### config.mk
export PLATFORM = sky130hd
export DESIGN_NAME = fifo_rd_sched
export DESIGN_NICKNAME = d
export VERILOG_FILES = /design/src/rtl/fifo_rd_sched.sv
export SDC_FILE = /design/constraint.sdc
export NUM_CORES = 1
export LEC_CHECK = 0
export ABC_CLOCK_PERIOD_IN_PS = 3900
export CORE_ASPECT_RATIO = 1.2
export CORE_MARGIN = 8
export CORE_UTILIZATION = 48
export DETAILED_ROUTE_END_ITERATION = 10
export PLACE_DENSITY = 0.89
export SETUP_SLACK_MARGIN = 0.3
export SYNTH_ARGS = -nofsm -noshare
export SYNTH_HDL_FRONTEND = slang
export SYNTH_SLANG_ARGS = --single-unit
### constraint.sdc
create_clock -name rclk -period 3.9 [get_ports rclk]
set_clock_uncertainty 0.1 [all_clocks]
set_input_delay 0.585 -clock rclk [delete_from_list [all_inputs] [get_ports rclk]]
set_output_delay 0.585 -clock rclk [all_outputs]
set_load 0.02 [all_outputs]
### src/rtl/fifo_rd_sched.sv
// fifo_rd_sched -- round-robin read scheduler sitting on the read side of a FIFO.
// One requester at a time owns the FIFO for a burst of up to BURST words.
// Each word read is presented on dout one cycle after its rinc, tagged with the owner id.
// Optional feature: define FIFO_RD_SCHED_TIMEOUT_EN to end a burst after TIMEOUT
// consecutive empty-FIFO cycles. Without it, empty-FIFO stalls last indefinitely.
module fifo_rd_sched #(
   parameter int NREQ    = 4,
   parameter int DSIZE   = 8,
   parameter int BURST   = 4,
   parameter int TIMEOUT = 16,
   localparam int IW     = (NREQ > 1) ? $clog2(NREQ) : 1
) (
   input  logic             rclk,
   input  logic             rrst,
   input  logic [NREQ-1:0]  req,
   input  logic             rempty,
   input  logic [DSIZE-1:0] rdata,
   output logic             rinc,
   output logic [NREQ-1:0]  gnt,
   output logic [DSIZE-1:0] dout,
   output logic             dout_vld,
   output logic [IW-1:0]    dout_id
);

   localparam int CW = (BURST > 1) ? $clog2(BURST) : 1;

   typedef enum logic [0:0] {
      ST_IDLE = 1'b0,
      ST_READ = 1'b1
   } state_t;

   // Reject configurations that have no meaningful behaviour
   if (NREQ < 1 || DSIZE < 1 || BURST < 1 || TIMEOUT < 1) begin : g_bad_cfg
      $error("fifo_rd_sched: NREQ, DSIZE, BURST and TIMEOUT must all be >= 1");
   end

   state_t            state_r;
   state_t            state_nxt_s;
   logic [IW-1:0]     gid_r;
   logic [IW-1:0]     last_gid_r;
   logic [CW-1:0]     cnt_r;
   logic [NREQ-1:0]   gnt_r;
   logic [DSIZE-1:0]  dout_r;
   logic              dout_vld_r;
   logic [IW-1:0]     dout_id_r;
   logic              pick_vld_s;
   logic [IW-1:0]     pick_id_s;
   logic              rinc_s;
   logic              exit_s;
   logic              last_beat_s;
   logic              timeout_hit_s;

   // Round-robin search starting just after the last owner; the nearest requester wins
   always_comb begin
      logic [IW-1:0] cand_v;
      cand_v     = {IW{1'b0}};
      pick_vld_s = 1'b0;
      pick_id_s  = {IW{1'b0}};
      for (int i = NREQ; i >= 1; i--) begin
         cand_v = IW'((int'(last_gid_r) + i) % NREQ);
         if (req[cand_v]) begin
            pick_vld_s = 1'b1;
            pick_id_s  = cand_v;
         end else begin
            pick_vld_s = pick_vld_s;
            pick_id_s  = pick_id_s;
         end
      end
   end

   assign last_beat_s = (cnt_r == CW'(BURST - 1));

   // Next-state logic and the read strobe; a dropped request beats available data
   always_comb begin
      state_nxt_s = state_r;
      rinc_s      = 1'b0;
      exit_s      = 1'b0;
      case (state_r)
         ST_IDLE: begin
            if (pick_vld_s) begin
               state_nxt_s = ST_READ;
            end else begin
               state_nxt_s = ST_IDLE;
            end
         end
         ST_READ: begin
            rinc_s = ~rempty & req[gid_r] & ~rrst;
            exit_s = (rinc_s & last_beat_s) | ~req[gid_r] | timeout_hit_s;
            if (exit_s) begin
               state_nxt_s = ST_IDLE;
            end else begin
               state_nxt_s = ST_READ;
            end
         end
         default: begin
            state_nxt_s = ST_IDLE;
         end
      endcase
   end

   // State register
   always_ff @(posedge rclk) begin
      if (rrst) begin
         state_r <= ST_IDLE;
      end else begin
         state_r <= state_nxt_s;
      end
   end

   // Grant, current owner, last owner and beat count within the burst
   always_ff @(posedge rclk) begin
      if (rrst) begin
         gnt_r      <= {NREQ{1'b0}};
         gid_r      <= {IW{1'b0}};
         last_gid_r <= IW'(NREQ - 1);
         cnt_r      <= {CW{1'b0}};
      end else if (state_r == ST_IDLE && pick_vld_s) begin
         gnt_r <= NREQ'(1'b1) << pick_id_s;
         gid_r <= pick_id_s;
         cnt_r <= {CW{1'b0}};
      end else if (exit_s) begin
         gnt_r      <= {NREQ{1'b0}};
         last_gid_r <= gid_r;
         cnt_r      <= {CW{1'b0}};
      end else if (rinc_s) begin
         cnt_r <= cnt_r + CW'(1'b1);
      end else begin
         cnt_r <= cnt_r;
      end
   end

   // Capture each word read; dout keeps its value between strobes
   always_ff @(posedge rclk) begin
      if (rrst) begin
         dout_r     <= {DSIZE{1'b0}};
         dout_vld_r <= 1'b0;
         dout_id_r  <= {IW{1'b0}};
      end else if (rinc_s) begin
         dout_r     <= rdata;
         dout_vld_r <= 1'b1;
         dout_id_r  <= gid_r;
      end else begin
         dout_vld_r <= 1'b0;
      end
   end

`ifdef FIFO_RD_SCHED_TIMEOUT_EN
   localparam int SW = $clog2(TIMEOUT + 1);
   logic [SW-1:0] stall_cnt_r;

   // Count consecutive READ cycles spent waiting on an empty FIFO
   always_ff @(posedge rclk) begin
      if (rrst) begin
         stall_cnt_r <= {SW{1'b0}};
      end else if (state_r == ST_READ && rempty && !exit_s) begin
         stall_cnt_r <= stall_cnt_r + SW'(1'b1);
      end else begin
         stall_cnt_r <= {SW{1'b0}};
      end
   end

   assign timeout_hit_s = (state_r == ST_READ) & rempty & (stall_cnt_r == SW'(TIMEOUT - 1));
`else
   assign timeout_hit_s = 1'b0;
`endif

   assign rinc     = rinc_s;
   assign gnt      = gnt_r;
   assign dout     = dout_r;
   assign dout_vld = dout_vld_r;
   assign dout_id  = dout_id_r;

endmodule

* Word-level counts from Yosys, hierarchy flattened
Cells that the tools add are included.
** Storage, ports and cells
- Input bits :: 15
- Flip-flop bits (word level) :: 22
- Logic and storage cells :: 59
- Output and inout bits :: 16
** Operators by class
- Mux-type cells :: 26
- $lt $le $gt $ge :: 5
- Equality and inequality tests :: 1
- Reduce and logical (&&, ||, !) cells :: 4
- Bitwise gates (word level) :: 9
- Shifts and indexed selects :: 1
- Add/sub/neg operators :: 5
** Operators with widths (count)
- 2-bit by 3-bit less-than comparator with 1-bit output, second input constant :: 5
- 1-bit 2-to-1 mux :: 14
- 1-bit binary-select mux with 2-bit select :: 5
- 2-bit 2-to-1 mux :: 4
- 4-bit 2-to-1 mux :: 2
- 2-bit by 1-bit adder with 2-bit output, second input constant :: 3
- 1-bit NOT :: 5
- 2-bit adder, second input constant :: 2
- 1-bit by 2-bit << shifter with 4-bit output, first input constant :: 1
- 1-bit AND :: 3
- 3-bit OR reduction :: 1
- 2-bit == test, second input constant :: 1
- 1-bit one-hot mux with 2 select lines :: 1
- 2-bit AND reduction :: 1
- 2-bit nonzero test :: 1
- 1-bit logical AND :: 1
- 1-bit OR :: 1

* Longest topological paths before layout
Gate-level depths: netlist (run 1).
- Depth after elaboration :: 10
- Gate-level depth with buffers :: 6
- Mapped depth without buffers :: 5

* Least setup slack after synthesis (run 1)
OpenSTA, ideal clock, no wires.
- Path type :: input to output
- Start :: in req[2]
- End :: out rinc
- Slack :: 1.748 ns
- Required time :: 3.215 ns
- Data arrival time :: 1.467 ns
- Buffers on the path :: 1
- Stages :: 4
- Cell sequence :: mux2_4 > a32oi_4 > buf_8 > inv_1
** On the way
- Longest elaborated chain between the ends :: 5
** Ends and longest elaborated chain
- start: declaration :: RTL line 15 : input logic [NREQ-1:0] req,
- 1-bit binary-select mux with 2-bit select :: RTL line 87 : rinc_s = ~rempty & req[gid_r] & ~rrst;
- 1-bit 2-to-1 mux (not written as such) :: RTL line 87
- 1-bit AND (2 in a row) :: RTL line 87
- 1-bit 2-to-1 mux :: RTL line 78 : case (state_r)
- end: declaration :: RTL line 18 : output logic rinc,
No other way between the ends. The select of a mux whose other input is x is not followed.

* Worst setup path after layout (run 1)
- Start :: in rrst
- End :: out rinc
** On the way
- Longest elaborated chain between the ends :: 3
** Ends and longest elaborated chain
- start: declaration :: RTL line 14 : input logic rrst,
- 1-bit NOT :: RTL line 87
- 1-bit AND :: RTL line 87
- 1-bit 2-to-1 mux :: RTL line 78
No other way between the ends.

==> results.py, run 1 <==
metrics = {
    "outcome": {
        "status": "finished clean",
    },
    "synth": {
        "synth_top_area_frac": 0.437,
        "syn_inst": 104,
        "syn_area_um2": 1010,
        "synth_fp_nets": 120,
        "synth-seq-cells": 22,
        "yosysTopAreaCell": "dfxtp_1",
        "syn_avg_cell_area_um2": 9.68,
        "async_flop_share": 0,
        "synth-edff-count": 0,
        "ys.flop_type": "dfxtp_1",
        "synth_cell_types": 33,
        "synth_common_cells": "22 x dfxtp_1, 17 x nor2_1, 11 x mux2i_1",
        "yosysSeqAreaShare": 0.437,
        "yosys-top-cells-area": "dfxtp_1 44%, mux2i_1 11%, nor2_1 6.3%",
        "synth_warnings": 0,
        "synth.most_common_cell": "dfxtp_1",
    },
    "detailed_routing": {
        "post_drt_wl_per_cell_um": 15.4,
        "vias": 891,
        "vias_per_cell": 5.68,
        "drc": 0,
        "drtAntennaViolNets": 0,
        "drtPass1Iterations": 4,
        "drt-total-wl_um": 2420,
        "drt_iter0_drc": 27,
    },
    "critical_path": {
        "endpoint_kind": "primary output",
        "path_max_fanout": 10,
        "startpoint_type": "primary input",
        "critPathArrivalTime_ns": 2.33,
        "path_class": "in2out",
        "cp_data_required_time_ns": 3.21,
    },
    "clock_network": {
        "numCtsBuffers": 3,
        "clk_path_buf_depth": 2,
        "cts.repair.resized": 0,
        "clk_pin_slew_ns": 0.12,
        "clock_insertion_delay_worst_skew_ns": 0.31,
        "cts-root-buf": "clkbuf_4",
        "cts_tree": "yes",
        "cts-htree-levels": 1,
        "cts_setup_buffers": 0,
        "hold_buffers": 0,
        "cts_sinks": 22,
    },
    "die": {
        "fp.dieW_um": 57.8,
        "num_rows": 18,
        "dieArea_um2": 3830,
        "io_pins": 31,
        "coreArea_um2": 2030,
        "die_y_um": 66.2,
        "initial_core_util": 0.497,
    },
    "place": {
        "port_buffers": 30,
        "pre_cts_ws_ns": 0.878,
        "place_area_um2": 1320,
        "hpwl_um": 1880,
        "place_congestion": 0.920,
    },
    "layout": {
        "fin_util": 0.671,
        "finalInstanceArea_um2": 1360,
        "seqCellArea_um2": 440,
        "area_growth_pct": 35.0,
        "nFillCells": 148,
        "multi_input_area_um2": 524,
        "finish.net_count": 154,
        "n_antenna_cell": 0,
        "drive_gt1_frac": 0.0876,
    },
    "grt": {
        "grt_pass1_vias": 862,
        "met3_usage": 0.0214,
        "grt_max_degree": 13,
        "grt_usage": 0.129,
        "grt_pass1_wl_um": 3880,
        "antenna_found_initial": 0,
        "met2_usage": 0.229,
        "grt-ovfl-total": 0,
        "use_met1": 0.133,
        "grt.busiest_layer": "met2",
    },
    "timing": {
        "rsz0062_at_grt": "false",
        "worst_slack_ns": 0.888,
        "finalCritPeriodShare": 0.772,
        "finalHoldViolCount": 0,
        "whs_ns": 0.381,
        "finalCriticalPeriod_ns": 3.01,
        "setup_viol": 0,
        "slew_viol_final": 0,
        "fmax_mhz": 332,
        "worst_slew_pin_slew_ns": 0.525,
        "tns_ns": 0,
        "max_slew_margin": 0.647,
    },
    "run": {
        "cap_violations": 0,
    },
    "power_and_ir_drop": {
        "irDropWorstVdd_v": 0.000357,
        "leakage_nw": 0.579,
        "power_density_nw_per_um2": 351,
    },
    "hold_path": {
        "worstHoldPathType": "reg2reg",
    },
}
final timing paths:
kind	from	endpoint	slack [ns]	depth (start not counted)
hold / removal	gnt[3]$_SDFFE_PP0P_	gnt[3]$_SDFFE_PP0P_	0.38	1
hold reg to reg	gnt[3]$_SDFFE_PP0P_	gnt[3]$_SDFFE_PP0P_	0.38	1
setup reg to reg	gid_r[0]$_SDFFE_PP0P_	dout[4]$_SDFFE_PP0P_	2.12	5
setup / recovery	rrst	rinc	0.89	5
cells by family (layout without fill, tap and decap cells):
family / after synthesis / in the layout / synth area share
AO/OA/AOI/OAI: 23 / 23 / 0.184
adder cells (fa/ha/maj): 1 / 1 / 0.0124
AND/OR/NAND/NOR: 36 / 36 / 0.180
flip-flops: 22 / 22 / 0.437
XOR/XNOR: 1 / 1 / 0.00870
buffers and inverters: 8 / 41 / 0.0422
multiplexers: 13 / 13 / 0.135
final cells by class:
cell class                      count  area share
Multi-Input combinational cell     74       0.385
Sequential cell                    22       0.324
Timing Repair Buffer               32       0.232
Clock buffer                        4      0.0267
Tap cell                           20      0.0184
Inverter                            5      0.0138
critical path, cell delays in order:
cell and delay [ns]:
clkdlybuf4s50_1 0.58, nor4b_2 0.41, a32oi_4 0.08, inv_1 0.07
clkdlybuf4s50_1 0.60
registers in the layout (all words and copies together) (netlist names):
name        cells
gid_r           2
dout_vld        1
cnt_r           2
dout            8
last_gid_r      2
state_r         1
gnt             4
dout_id         2
metal layers:
layer / up-vias / share of wire
li1: 443 / -
met1: 419 / 0.40
met2: 23 / 0.53
met3: 6 / 0.040
met4: 0 / 0.032
met5: - / 0
power by group:
group	internal, mW	switching [mW]	total, mW	leakage (nW)
Clock	0.0570	0.0685	0.126	0.0210
Sequential	0.237	0.0125	0.250	0.179
Combinational	0.0513	0.0502	0.101	0.379
Total	0.346	0.131	0.477	0.579
layout by cell type (no fill, tap or decap):
cell | Yosys | final
a32oi_4 | 1 | 1
nor4b_2 | 1 | 1
nand3_1 | 3 | 3
ha_1 | 1 | 1
nor3_1 | 2 | 2
a211oi_1 | 3 | 3
a211o_1 | 1 | 1
nor2b_1 | 2 | 2
buf_4 | 0 | 2
xnor2_1 | 1 | 1
nor2_1 | 17 | 17
a21oi_1 | 4 | 4
o2bb2ai_1 | 2 | 2
mux2_2 | 1 | 1
nand2b_1 | 4 | 4
o22ai_1 | 1 | 1
o21ai_0 | 3 | 3
inv_1 | 5 | 5
nor4_2 | 1 | 1
a32o_1 | 2 | 2
a32oi_1 | 1 | 1
o21ai_1 | 1 | 1
dfxtp_1 | 22 | 22
mux2i_1 | 11 | 11
a2bb2oi_1 | 1 | 1
clkdlybuf4s50_1 | 0 | 30
mux2_4 | 1 | 1
clkbuf_8 | 0 | 1
clkbuf_4 | 0 | 3
o22a_1 | 1 | 1
a21oi_2 | 1 | 1
o211ai_1 | 1 | 1
nand2_1 | 4 | 4
and2_1 | 2 | 2
through the flow:
step                total power [mW]  instances
finish                         0.477        157
global route                   0.502        157
CTS                            0.480        157
detailed placement             0.355        153
global placement               0.352        153
floorplan                      0.313        104
(Power assumes the default switching activity.)
==> run 2: changes to the inputs <==
--- a/config.mk
+++ b/config.mk
@@ -5,12 +5,12 @@
 export SDC_FILE = /design/constraint.sdc
 export NUM_CORES = 1
 export LEC_CHECK = 0
-export ABC_CLOCK_PERIOD_IN_PS = 3900
+export ABC_CLOCK_PERIOD_IN_PS = 3000
 export CORE_ASPECT_RATIO = 1.2
 export CORE_MARGIN = 8
-export CORE_UTILIZATION = 48
+export CORE_UTILIZATION = 45
 export DETAILED_ROUTE_END_ITERATION = 10
-export PLACE_DENSITY = 0.89
+export PLACE_DENSITY = 0.84
 export SETUP_SLACK_MARGIN = 0.3
 export SYNTH_ARGS = -nofsm -noshare
 export SYNTH_HDL_FRONTEND = slang
==> constraint.sdc (replaced) <==
create_clock -name rclk -period 3 [get_ports rclk]
set_clock_uncertainty 0.1 [all_clocks]
set_input_delay 0.45 -clock rclk [delete_from_list [all_inputs] [get_ports rclk]]
set_output_delay 0.45 -clock rclk [all_outputs]
set_load 0.02 [all_outputs]
==> results.py, run 2 (synthesis results as in run 1) <==
metrics = {
    "outcome": {
        "status": "finished clean",
    },
    "layout": {
        "final_cells": 167,
        "final_cell_mix": "29 x clkdlybuf4s50_1, 22 x dfxtp_1, 17 x nor2_1",
        "final_common_cell": "clkdlybuf4s50_1",
        "area_growth_pct": 36.1,
        "finish.net_count": 154,
        "n_antenna_cell": 0,
        "largest_reg_flops": 8,
        "drive_gt1_frac": 0.0876,
    },
    "place": {
        "hpwl_um": 1930,
        "place_congestion": 0.905,
        "dpl.cell_count": 163,
        "port_buffers": 30,
    },
    "critical_path": {
        "critPathArrivalTime_ns": 1.92,
        "path_max_fanout": 6,
        "crit_family": "buffers and inverters",
        "path_class": "in2out",
        "r2r_start": "gid_r[0]$_SDFFE_PP0P_",
        "crit_chain": "clkdlybuf4s50_1, mux2_4, a32oi_4, inv_1, dlygate4sd2_1",
        "cp.depth": 5,
        "r2r_slack_ns": 1.18,
        "cp_data_required_time_ns": 2.45,
        "startpoint_type": "primary input",
        "endpoint_kind": "primary output",
        "max_stage_delay_ns": 0.52,
        "cp-endpoint": "rinc",
        "crit_buf_inv": 3,
        "reg2reg_to": "dout[0]$_SDFFE_PP0P_",
        "critPathLaunch": "req[3]",
        "cpMaxStageDelayCell": "clkdlybuf4s50_1",
        "worst_r2r_path_depth": 5,
    },
    "detailed_routing": {
        "drtPass1Iterations": 4,
        "vias_per_cell": 5.26,
        "vias": 878,
        "drt_iter0_drc": 19,
        "drt-total-wl_um": 2410,
        "post_drt_wl_per_cell_um": 14.4,
        "drc": 0,
        "drtAntennaViolNets": 0,
    },
    "timing": {
        "finalCriticalPeriod_ns": 2.47,
        "max_slew_margin": 0.676,
        "setup_viol": 0,
        "slew_viol_final": 0,
        "tns_ns": 0,
        "worst_slew_pin_slew_ns": 0.481,
        "fmax_mhz": 404,
        "finalHoldViolCount": 0,
        "whs_ns": 0.377,
        "rsz0062_at_grt": "false",
        "finalCritPeriodShare": 0.825,
    },
    "die": {
        "dieArea_um2": 4010,
        "fp.dieW_um": 59.2,
        "initial_core_util": 0.481,
        "coreArea_um2": 2090,
        "die_y_um": 67.8,
        "num_rows": 18,
        "io_pins": 31,
    },
    "clock_network": {
        "cts_setup_buffers": 0,
        "cts-htree-levels": 1,
        "cts_tree": "yes",
        "cts.repair.resized": 1,
        "cts-root-buf": "clkbuf_4",
        "cts_sinks": 22,
        "hold_buffers": 0,
        "numCtsBuffers": 3,
        "clk_path_buf_depth": 2,
        "clk_pin_slew_ns": 0.12,
        "clock_insertion_delay_worst_skew_ns": 0.31,
    },
    "grt": {
        "grt_pass1_vias": 891,
        "use_met1": 0.127,
        "met2_usage": 0.232,
        "grt_pass1_wl_um": 3860,
        "grt_usage": 0.121,
        "grt.busiest_layer": "met2",
        "grt_max_degree": 16,
        "met3_usage": 0.0206,
        "antenna_found_initial": 0,
        "grt-ovfl-total": 0,
    },
    "run": {
        "cap_violations": 0,
    },
    "power_and_ir_drop": {
        "power_density_nw_per_um2": 452,
        "leakage_nw": 0.584,
        "irDropWorstVdd_v": 0.000303,
    },
    "hold_path": {
        "worstHoldPathType": "reg2reg",
    },
}
[run 2: cell types whose count changed in the layout (fill, tap and decap cells not counted), sizes merged]
cell,delta
clkdlybuf4s50,-1
dlygate4sd2,+1
[run 2: layer usage]
layer / routed length (um) / vias to the layer above
li1: - / 440
met1: 966 / 411
met2: 1350 / 25
met3: 82 / 2
met4: 12 / 0
met5: 0 / -
[run 2: per-stage QoR]
step | worst slack, ns | util | area [um^2] | power, mW
2_1_floorplan | 1.12 | - | 1010 | 0.407
3_3_place_gp | 0.346 | 0.638 | 1340 | 0.457
3_5_place_dp | 0.288 | 0.638 | 1340 | 0.462
4_1_cts | 0.517 | 0.655 | 1370 | 0.624
5_1_grt | 0.469 | 0.655 | 1370 | 0.648
6_report | 0.525 | 0.655 | 1370 | 0.619
[run 2: layout make-up]
type | instances | area (um^2)
timing repair buffer | 32 | 314
tap | 30 | 37.5
inverter | 5 | 18.8
clock buffer | 4 | 36.3
multi-input combinational | 74 | 524
sequential | 22 | 440
fill | 171 | 723
[run 2: power breakdown]
part | internal (mW) | leakage (nW) | switching, mW
combinational | 0.0663 | 0.384 | 0.0647
sequential | 0.309 | 0.179 | 0.0161
clock | 0.0741 | 0.0210 | 0.0895
total | 0.449 | 0.584 | 0.170
[run 2: worst register-to-register path: stages, from the launching register on]
cell     delay [ns]
dfxtp_1        0.47
mux2_4         0.37
a32oi_4        0.23
buf_4          0.26
mux2i_1        0.23
nor2_1         0.05
[run 2: worst min-delay path by stage]
stage                               startpoint                    endpoint  slack (ns)  cells after the start
floorplan           last_gid_r[1]$_SDFFE_PP1P_  last_gid_r[1]$_SDFFE_PP1P_        0.39                      2
global placement           gnt[2]$_SDFFE_PP0P_         gnt[2]$_SDFFE_PP0P_        0.35                      1
detailed placement         gnt[3]$_SDFFE_PP0P_         gnt[3]$_SDFFE_PP0P_        0.35                      1
CTS                        gnt[3]$_SDFFE_PP0P_         gnt[3]$_SDFFE_PP0P_        0.38                      1
global route               gnt[3]$_SDFFE_PP0P_         gnt[3]$_SDFFE_PP0P_        0.40                      1
finish                     gnt[3]$_SDFFE_PP0P_         gnt[3]$_SDFFE_PP0P_        0.38                      1
